--- src/rtl/result_mem_wr.sv ---
// result_mem_wr: captures the four MAC accumulator lanes into small per-lane
// FIFOs and drains them round-robin, one word per cycle, onto the write port
// of the result BRAM in row-major order (row r, lane l -> base + r*4 + l).
// Build option: define RESULT_MEM_WR_RELU_EN to clamp negative results to
// zero at capture; otherwise results are written bit-exact.
//
// state  | meaning
// IDLE   | waiting for start
// RUN    | capturing lane results and writing them out
// DONE   | one-cycle completion pulse
module result_mem_wr #(
  parameter int  ACC_W      = 16,
  parameter int  N_MACS     = 4,
  parameter int  MEM_DEPTH  = 256,
  parameter int  LANE_DEPTH = 2,
  localparam int ADDR_W     = $clog2(MEM_DEPTH)
) (
  input  logic                    clk,
  input  logic                    rst,
  input  logic                    start,
  input  logic [ADDR_W-1:0]       base_addr,
  input  logic [ADDR_W-1:0]       num_rows,
  input  logic signed [ACC_W-1:0] acc_in_0,
  input  logic signed [ACC_W-1:0] acc_in_1,
  input  logic signed [ACC_W-1:0] acc_in_2,
  input  logic signed [ACC_W-1:0] acc_in_3,
  input  logic [N_MACS-1:0]       valid_in,
  output logic [ADDR_W-1:0]       out_bram_addr,
  output logic                    out_bram_en,
  output logic                    out_bram_we,
  output logic [ACC_W-1:0]        out_bram_din,
  output logic                    busy,
  output logic                    done,
  output logic [1:0]              err
);
  // lane index width; the block is built for exactly four lanes
  localparam int LANE_W = 2;
  localparam int PTR_W  = $clog2(LANE_DEPTH);

  typedef enum logic [1:0] {S_IDLE, S_RUN, S_DONE} state_t;
  state_t state, state_nxt;

  logic [ADDR_W-1:0] base_q, rows_q;
  logic [ACC_W-1:0]  fifo_mem [N_MACS][LANE_DEPTH];
  logic [PTR_W-1:0]  wptr [N_MACS];
  logic [PTR_W-1:0]  rptr [N_MACS];
  logic [PTR_W:0]    fcnt [N_MACS];
  logic [ADDR_W-1:0] acc_cnt [N_MACS];
  logic [ADDR_W-1:0] row_cnt [N_MACS];
  logic [LANE_W-1:0] rr_ptr;

  logic [ACC_W-1:0]  lane_val [N_MACS];
  logic [N_MACS-1:0] fifo_empty, fifo_full, push, pop, extra, ovf;
  logic              grant_vld;
  logic [LANE_W-1:0] grant, idx;
  logic              job_start, all_done;
  logic [ADDR_W-1:0] wr_addr;

  assign job_start = start && (state == S_IDLE);
  assign wr_addr   = base_q + ADDR_W'(row_cnt[grant] * N_MACS) + ADDR_W'(grant);
  assign busy      = (state == S_RUN);
  assign done      = (state == S_DONE);
  assign out_bram_we = out_bram_en;

  // lane values as pushed into the FIFOs (optionally ReLU-clamped)
  always_comb begin
    lane_val[0] = acc_in_0;
    lane_val[1] = acc_in_1;
    lane_val[2] = acc_in_2;
    lane_val[3] = acc_in_3;
`ifdef RESULT_MEM_WR_RELU_EN
    for (int l = 0; l < N_MACS; l++)
      if (lane_val[l][ACC_W-1]) lane_val[l] = '0;
`else
`endif
  end

  // FIFO occupancy flags
  always_comb begin
    fifo_empty = '0;
    fifo_full  = '0;
    for (int l = 0; l < N_MACS; l++) begin
      fifo_empty[l] = (fcnt[l] == '0);
      fifo_full[l]  = (fcnt[l] == (PTR_W+1)'(LANE_DEPTH));
    end
  end

  // round-robin grant: lowest offset from rr_ptr wins, so scan from the top down
  always_comb begin
    grant_vld = 1'b0;
    grant     = rr_ptr;
    idx       = rr_ptr;
    for (int i = N_MACS - 1; i >= 0; i--) begin
      idx = rr_ptr + LANE_W'(i);
      if (!fifo_empty[idx]) begin
        grant_vld = 1'b1;
        grant     = idx;
      end
    end
    pop = '0;
    if (state == S_RUN && grant_vld) pop[grant] = 1'b1;
  end

  // capture decision per lane; a full FIFO popped this cycle still accepts
  always_comb begin
    push  = '0;
    extra = '0;
    ovf   = '0;
    if (state == S_RUN) begin
      for (int l = 0; l < N_MACS; l++) begin
        if (valid_in[l]) begin
          if (acc_cnt[l] >= rows_q)          extra[l] = 1'b1;
          else if (fifo_full[l] && !pop[l])  ovf[l]   = 1'b1;
          else                               push[l]  = 1'b1;
        end
      end
    end
  end

  // job complete once every lane has written num_rows words and drained
  always_comb begin
    all_done = 1'b1;
    for (int l = 0; l < N_MACS; l++)
      if (row_cnt[l] != rows_q || !fifo_empty[l]) all_done = 1'b0;
  end

  // state register
  always_ff @(posedge clk or posedge rst) begin
    if (rst) state <= S_IDLE;
    else     state <= state_nxt;
  end

  // next-state logic
  always_comb begin
    state_nxt = state;
    case (state)
      S_IDLE:  if (start) state_nxt = (num_rows == '0) ? S_DONE : S_RUN;
      S_RUN:   if (all_done) state_nxt = S_DONE;
      S_DONE:  state_nxt = S_IDLE;
      default: state_nxt = S_IDLE;
    endcase
  end

  // job parameters and sticky error flags
  always_ff @(posedge clk or posedge rst) begin
    if (rst) begin
      base_q <= '0;
      rows_q <= '0;
      err    <= '0;
    end else if (job_start) begin
      base_q <= base_addr;
      rows_q <= num_rows;
      err    <= '0;
    end else begin
      if (|ovf)   err[0] <= 1'b1;
      if (|extra) err[1] <= 1'b1;
    end
  end

  // FIFO pointers, per-lane accepted/written counters and RR pointer
  always_ff @(posedge clk or posedge rst) begin
    if (rst) begin
      for (int l = 0; l < N_MACS; l++) begin
        wptr[l] <= '0; rptr[l] <= '0; fcnt[l] <= '0;
        acc_cnt[l] <= '0; row_cnt[l] <= '0;
      end
      rr_ptr <= '0;
    end else if (job_start) begin
      for (int l = 0; l < N_MACS; l++) begin
        wptr[l] <= '0; rptr[l] <= '0; fcnt[l] <= '0;
        acc_cnt[l] <= '0; row_cnt[l] <= '0;
      end
      rr_ptr <= '0;
    end else begin
      for (int l = 0; l < N_MACS; l++) begin
        if (push[l]) begin
          wptr[l]    <= wptr[l] + PTR_W'(1);
          acc_cnt[l] <= acc_cnt[l] + ADDR_W'(1);
        end
        if (pop[l]) begin
          rptr[l]    <= rptr[l] + PTR_W'(1);
          row_cnt[l] <= row_cnt[l] + ADDR_W'(1);
        end
        fcnt[l] <= fcnt[l] + (PTR_W+1)'(push[l]) - (PTR_W+1)'(pop[l]);
      end
      if (|pop) rr_ptr <= grant + LANE_W'(1);
    end
  end

  // FIFO storage; contents are don't-care while the pointers say empty
  always_ff @(posedge clk) begin
    for (int l = 0; l < N_MACS; l++)
      if (push[l]) fifo_mem[l][wptr[l]] <= lane_val[l];
  end

  // registered BRAM write port, enabled only in the cycle after a pop
  always_ff @(posedge clk or posedge rst) begin
    if (rst) begin
      out_bram_en   <= 1'b0;
      out_bram_addr <= '0;
      out_bram_din  <= '0;
    end else begin
      out_bram_en <= |pop;
      if (|pop) begin
        out_bram_addr <= wr_addr;
        out_bram_din  <= fifo_mem[grant][rptr[grant]];
      end
    end
  end

endmodule

--- config.mk ---
export PLATFORM = sky130hd
export DESIGN_NAME = result_mem_wr
export DESIGN_NICKNAME = d
export VERILOG_FILES = /design/src/rtl/result_mem_wr.sv
export SDC_FILE = /design/constraint.sdc
export NUM_CORES = 1
export LEC_CHECK = 0
export BUFFER_PORTS_ARGS = -buffer_cell sky130_fd_sc_hd__clkbuf_2
export CAP_MARGIN = 20
export CORE_MARGIN = 5
export CORE_UTILIZATION = 64
export CTS_CLUSTER_DIAMETER = 30
export DETAILED_ROUTE_END_ITERATION = 12
export GPL_TIMING_DRIVEN = 1
export PLACE_DENSITY = 0.86
export SLEW_MARGIN = 25
export SYNTH_ARGS = -nofsm -noshare
export SYNTH_HDL_FRONTEND = slang
export SYNTH_SLANG_ARGS = --single-unit
--- constraint.sdc ---
create_clock -name clk -period 7.6 [get_ports clk]
set_input_delay 0.76 -clock clk [delete_from_list [all_inputs] [get_ports clk]]
set_output_delay 0.76 -clock clk [all_outputs]
set_load 0.01 [all_outputs]
## After elaboration in Yosys (flattened, before gate mapping)

Memories as Yosys holds them, arrays and structs flattened.
Cells that the tools add are included.
Widths: inputs -> output; s select.

- Reduce and logical (&&, ||, !) cells: 44
- Bitwise operators: 6
- $lt $le $gt $ge: 20
- Eq/ne operators: 12
- Mux-type cells: 113
- Add/subtract/negate cells: 30

Operators by type and width:

| kind | number |
|---|---|
| $mux 32 | 6 |
| $mux 16 | 7 |
| $mux 8 | 9 |
| $add 8x1->8 const B | 8 |
| $demux 16 s1 | 4 |
| $mux 1 | 61 |
| $ge 8x8->1 | 4 |
| $ne 8x8->1 | 4 |
| $mux 4 | 6 |
| $reduce_bool 2->1 | 11 |
| $mux 2 | 10 |
| $bmux 8 s2 | 1 |
| $lt 2x3->1 const B | 5 |
| $mux 6 | 2 |
| $reduce_or 4->1 | 3 |
| $logic_and 1x1->1 | 11 |
| $bmux 1 s2 | 5 |
| $eq 2x2->1 const B | 5 |
| $ge 2x2->1 const B | 5 |
| $logic_not 2->1 | 5 |
| $not 1->2 | 5 |
| $add 1x1->1 const B | 8 |
| $add 2x1->2 | 4 |
| $add 8x2->8 | 1 |
| 17 further kinds | 35 |

- Flip-flop bits (word level): 127
- RAM bits: 128
- Memories kept: 1
- Logic and storage cells: 255
- Bits of input ports: 87
- Output and inout bits: 30

Memory list:

| name | depth | width | rd ports | clocked after memory_dff | wr ports | line | text |
|---|---|---|---|---|---|---|---|
| fifo_mem | 4 | 32 | 1 | 0 | 4 | 44 | `logic [ACC_W-1:0] fifo_mem [N_MACS][LANE_DEPTH];` |

## Depth between registers and ports, before layout

- Depth in word-level cells: 21
- Mapped depth: 17
- Mapped depth without buffers: 15

## Worst setup path after synthesis

No wires, ideal clock.

- Kind: register to register
- Start: reg fcnt[7] (netlist name)
- End: reg out_bram_addr[6]
- Setup time: 69 ps
- Period minus slack after synthesis: 4026 ps
- Buffers on the path: 4
- Setup slack: 3574 ps
- Cell stages (with the launch flop): 17
- Data required time: 7531 ps
- Arrival time: 3957 ps
- Cells stage by stage: dfrtp_1 buf_2 nor4_1 o32ai_1 a211oi_4 clkbuf_1 buf_2 buf_2 mux2_2 nand2_1 o21ai_0 ha_1 inv_1 o21bai_1 a31oi_1 or4b_2 nand3_1

- Longest elaborated chain between the ends: 13
- Elaborated cells on any way between the ends: 31
- Classes of those cells: add/sub (2); order compare (2); mux (22); bitwise (1); reduce/logical (4)

RTL lines:

| element | line | text |
|---|---|---|
| start: declaration | 47 | `logic [PTR_W:0] fcnt [N_MACS];` |
| start signal: indexed assignment | 184 | `fcnt[l] <= fcnt[l] + (PTR_W+1)'(push[l]) - (PTR_W+1)'(pop[l]);` |
| $logic_not 2->1 * | 83 | `fifo_empty[l] = (fcnt[l] == '0);` |
| $bmux 1 s2 | 95 | `if (!fifo_empty[idx]) begin` |
| $mux 1 (not written as such) | 95 |  |
| $mux 2 (4 in a row) | 95 |  |
| $not 2->3 (not written as such), or another cell as far along | 60 | `assign wr_addr = base_q + ADDR_W'(row_cnt[grant] * N_MACS) + ADDR_W'(grant);` |
| $bmux 8 s2 or $logic_and 1x1->1 (tied branches) | 60, 101 |  |
| $mux 6 (not written as such) or $mux 1 (tied branches) | 60, 101 |  |
| $mux 6 (not written as such) or $demux 1 s2 (tied branches) | 60, 101 |  |
| $add 8x8->8 or $mux 4 (tied branches) | 60, 101 |  |
| $add 8x2->8 or $reduce_or 4->1 (tied branches) | 60, 204 |  |
| end signal: assignment | 205 | `out_bram_addr <= wr_addr;` |
| end: declaration | 28 | `output logic [ADDR_W-1:0] out_bram_addr,` |

Mark *: on every way between the ends. The rest lies on a longest branch, timed or not. The select of a mux whose other input is x is not followed.
A chain may end at the register's enable or synchronous reset.

## Worst setup path after layout

- Start: reg fcnt[7] (netlist name)
- End: reg fcnt[3] (netlist name)

- Longest elaborated chain between the ends: 21
- Elaborated cells on any way between the ends: 33
- Classes of those cells: add/sub (2); order compare (2); mux (24); reduce/logical (5)

RTL lines:

| element | line | text |
|---|---|---|
| $logic_not 2->1 * | 83 |  |
| $bmux 1 s2 | 95 |  |
| $mux 1 (not written as such) | 95 |  |
| $mux 2 (4 in a row) | 95 |  |
| $lt 2x3->1 (not written as such) or $ge 2x1->1 (tied branches) | 101 | `if (state == S_RUN && grant_vld) pop[grant] = 1'b1;` |
| $logic_and 1x1->1 (not written as such) | 101 |  |
| $mux 1 (not written as such) | 101 |  |
| $demux 1 s2 | 101 |  |
| [2 not listed] | n/a |  |
| $logic_and 1x1->1 | 113 | `else if (fifo_full[l] && !pop[l]) ovf[l] = 1'b1;` |
| $mux 1 | 113 |  |
| $mux 1 | 112 | `if (acc_cnt[l] >= rows_q) extra[l] = 1'b1;` |
| $mux 1 | 111 | `if (valid_in[l]) begin` |
| $mux 4 | 109 | `if (state == S_RUN) begin` |
| $add 2x1->2 | 184 |  |
| $sub 2x1->2 * | 184 |  |
| $mux 8 * | 168 | `end else if (job_start) begin` |

Marks and branches as above.

==> flow_summary.rst <==
.. list-table::
   :header-rows: 1

   * - Metric
     - Value
   * - Result of the run
     - complete, no violations
   * - Post-cts gate resize count
     - 0
   * - DR iter-0 viols
     - 984
   * - P per Cell Area
     - 519 nW/um2
   * - Yosys top cell area share
     - 31.4%
   * - First-pass GRT wire length
     - 49700 um
   * - Area Growth Syn to Fin
     - 21.1%
   * - Crit-path max FO
     - 102
   * - Layer with the highest usage
     - met2
   * - WP data arrival
     - 5.09 ns
   * - Met3 Use GR
     - 4.66%
   * - Maximum ir drop on the vdd rail
     - 0.505 mV
   * - Max Fclk
     - 214 MHz
   * - Number of primary I/O pins
     - 117
   * - Number of library cell types mapped by synthesis
     - 53
   * - Placement Rows
     - 50
   * - Synth Instances
     - 1084
   * - Final Routed Wirelength
     - 31600 um
   * - Global placer's final weighted congestion
     - 0.883
   * - Source-to-sink clock delay at the later pin of the worst-skew pair
     - 0.55 ns
   * - Cts bufs inserted
     - 50
   * - Clk_skew
     - 0.0270 ns
   * - Via/cell ratio
     - 6.27
   * - Vias in the first global route
     - 9456
   * - List of most frequent post-synthesis cells
     - sky130_fd_sc_hd__edfxtp_1 (128), sky130_fd_sc_hd__dfrtp_1 (127), sky130_fd_sc_hd__nand2_1 (103)
   * - Cell area after synthesis
     - 12200 um2
   * - Number of I/O port buffers
     - 116
   * - Largest area contributor in the synthesized netlist
     - sky130_fd_sc_hd__edfxtp_1
   * - Type of the worst setup path
     - reg -> reg
   * - Die height
     - 148 um
   * - Relative max-transition margin
     - 30.6%
   * - Flop-to-flop setup slack
     - 2.92 ns
   * - Pin slew with the least headroom to its limit
     - 1.04 ns
   * - Element type at the critical path start
     - flop
   * - Number of violations of the max-capacitance limit
     - 0
   * - Net count of the mapped netlist
     - 1225
   * - Number of cells on the worst reg-to-reg path
     - 13
   * - Number of nets at the end of the flow
     - 1355
   * - Hold buffers post-CTS
     - 0
   * - Floorplan die area
     - 22000 um2
   * - CTS Root Buffer Type
     - sky130_fd_sc_hd__clkbuf_16
   * - RR Endpoint
     - fcnt[3]$_DFF_PP0_
   * - Setup-failing EPs final
     - 0
   * - Reg-to-reg startpoint
     - fcnt[7]$_DFF_PP0_
   * - Main area contributors after synthesis
     - sky130_fd_sc_hd__edfxtp_1 (31%), sky130_fd_sc_hd__dfrtp_1 (26%), sky130_fd_sc_hd__ha_1 (5.5%), sky130_fd_sc_hd__mux2i_1 (4.1%), sky130_fd_sc_hd__a211oi_1 (3.2%)
   * - Sink Count
     - 255
   * - Area of the core
     - 18800 um2
   * - Final Hold Fails
     - 0
   * - Number of vias after detailed routing
     - 9330
   * - Post-synthesis async set-or-reset flop share
     - 49.8%
   * - H-tree depth reported by CTS
     - 2
   * - Combined global-route utilization of all metal layers
     - 28.7%
   * - Total iterations of the first detailed-routing run
     - 5
   * - TritonCTS clock tree
     - yes
   * - Total of warnings raised by yosys
     - 0
   * - Final critical-path share of the clock period
     - 61.6%
   * - Minimum clock period
     - 4.68 ns
   * - Antenna violations before repair
     - 1
   * - CP required
     - 8.01 ns
   * - Number of flip-flops and latches in the synthesized netlist
     - 255
   * - Clock tree buffer depth
     - 3
   * - Die width
     - 148 um
   * - Endpoint kind of the worst setup timing path
     - flop
   * - Clock-pin slew of the registers on the worst-case setup and hold paths
     - 0.04 ns
   * - Average wire per standard cell
     - 21.2 um
   * - Static leakage power
     - 0.00632 uW
   * - Unrepaired setup endpoints after global routing
     - no
   * - Overall overflow remaining after global route
     - 0
   * - Antenna Nets Post-Route
     - 0
   * - Fraction of final layout cells with drive strength greater than 1
     - 19.1%
   * - Min-Delay Path Class
     - in -> async
   * - Largest net degree at the start of global routing
     - 103
   * - Global Route met1 Usage
     - 37.6%
   * - Count of flip-flops with a built-in enable after synthesis
     - 128
   * - Most frequent cell after synthesis
     - sky130_fd_sc_hd__edfxtp_1
   * - Syn avg cell area
     - 11.3 um2
   * - Sequential share of the synthesized area
     - 57.4%
   * - Initial Utilization
     - 65.2%
   * - Dpl hpwl
     - 19500 um
   * - Main flop type after synthesis
     - sky130_fd_sc_hd__edfxtp_1
   * - Post-CTS setup buffer count
     - 0
   * - Final Slew Violations
     - 0
   * - Summed negative setup slack over all endpoints
     - 0 ns
   * - DRC Markers
     - 0
   * - Min Hold Slack
     - 0.355 ns
   * - GR Layer Usage met2
     - 48.1%
final cells by class:
cell class / instances / area (um2)
Fill cell: 1042 / 3950
Tap cell: 234 / 293
Multi-Input combinational cell: 740 / 4900
Antenna cell: 1 / 2.50
Clock inverter: 38 / 463
Clock buffer: 54 / 1300
Inverter: 38 / 145
Timing Repair Buffer: 129 / 693
Sequential cell: 255 / 7020
state kept, by name, summed over array words and instances, names as in the netlist, 8 cells and up:
register,count
acc_cnt,32
base_q,8
fcnt,8
fifo_mem,128
out_bram_addr,8
out_bram_din,16
row_cnt,32
rows_q,8
kinds of logic after synthesis:
logic type	Yosys count	synth area share [%]
simple gates	350	14.6
flops	255	57.4
compound gates	229	11.3
buf+inv	89	2.95
mux	55	4.55
fa+ha+maj	55	5.60
xor+xnor	51	3.65
how the worst max path moves through the flow:
stage / start / end / slack [ns] / cells past startpoint
after global placement: fcnt[7]$_DFF_PP0_ / fcnt[3]$_DFF_PP0_ / 3.12 / 13
after CTS: fcnt[7]$_DFF_PP0_ / fifo_mem[1][27]$_DFFE_PP_ / 2.96 / 8
after floorplan: rst / acc_cnt[0]$_DFFE_PP0P_ / 3.46 / 1
after global routing: fcnt[7]$_DFF_PP0_ / fcnt[3]$_DFF_PP0_ / 2.69 / 13
after detailed placement: fcnt[7]$_DFF_PP0_ / fifo_mem[1][22]$_DFFE_PP_ / 3.04 / 8
final: fcnt[7]$_DFF_PP0_ / fcnt[3]$_DFF_PP0_ / 2.92 / 13
critical path: stages (launching register included):
cell and delay, ns:
sky130_fd_sc_hd__dfrtp_1 0.49, sky130_fd_sc_hd__nor4_1 0.45, sky130_fd_sc_hd__o32ai_1 0.25, sky130_fd_sc_hd__a211oi_4 0.78, sky130_fd_sc_hd__buf_6 0.72, sky130_fd_sc_hd__nand3b_1 0.40, sky130_fd_sc_hd__a31oi_1 0.22, sky130_fd_sc_hd__nand3_2 0.24
sky130_fd_sc_hd__ha_1 0.27, sky130_fd_sc_hd__inv_1 0.06, sky130_fd_sc_hd__ha_1 0.15, sky130_fd_sc_hd__xor2_1 0.20, sky130_fd_sc_hd__xnor2_1 0.15, sky130_fd_sc_hd__nor2_1 0.06
metrics by stage:
step / total power, uW / cells / utilization [%] / worst slack [ns] / cell area (um2)
2_1_floorplan: 4460 / 1084 / - / 3.46 / 12200
3_3_place_gp: 5080 / 1394 / 69.3 / 3.12 / 13000
5_1_grt: 8110 / 1489 / 79.0 / 2.69 / 14800
3_5_place_dp: 5270 / 1395 / 69.4 / 3.04 / 13000
6_report: 7690 / 1489 / 79.0 / 2.92 / 14800
4_1_cts: 7630 / 1487 / 78.8 / 2.96 / 14800
power breakdown:
part           total (uW)  switching (uW)  internal, uW  leakage, uW
registers            2280             344          1940      0.00279
clock network        2270             751          1520     0.000844
logic                3140            1950          1190      0.00269
per-layer routing:
metal / routed length [um] / up-vias
met2: 15700 / 488
met3: 2580 / 75
met4: 941 / 0
met1: 12400 / 4522
met5: 0 / -
li1: - / 4245
layout by cell type (no fill, tap or decap), types with 5 or more instances in the layout:
cell type / instances
sky130_fd_sc_hd__nand2b_1: 11
sky130_fd_sc_hd__a21oi_1: 67
sky130_fd_sc_hd__ha_1: 54
sky130_fd_sc_hd__clkinvlp_4: 8
sky130_fd_sc_hd__inv_1: 34
sky130_fd_sc_hd__nor4_1: 7
sky130_fd_sc_hd__buf_4: 10
sky130_fd_sc_hd__edfxtp_1: 128
sky130_fd_sc_hd__clkinv_2: 8
sky130_fd_sc_hd__mux2i_1: 49
sky130_fd_sc_hd__o21ai_0: 75
sky130_fd_sc_hd__dfrtp_1: 127
sky130_fd_sc_hd__o31ai_1: 7
sky130_fd_sc_hd__xor2_1: 29
sky130_fd_sc_hd__or4_1: 15
sky130_fd_sc_hd__nand2_1: 103
sky130_fd_sc_hd__nor2_1: 60
sky130_fd_sc_hd__or3_1: 13
sky130_fd_sc_hd__nand3_1: 40
sky130_fd_sc_hd__clkbuf_2: 116
sky130_fd_sc_hd__and3_1: 21
sky130_fd_sc_hd__a31oi_1: 5
sky130_fd_sc_hd__clkinv_4: 7
sky130_fd_sc_hd__xnor2_1: 22
sky130_fd_sc_hd__nor2b_1: 37
sky130_fd_sc_hd__nand4_1: 20
sky130_fd_sc_hd__mux2_2: 5
sky130_fd_sc_hd__bufinv_16: 8
sky130_fd_sc_hd__clkbuf_16: 51
sky130_fd_sc_hd__a211oi_1: 51
Power figures use the tool's default switching activity.
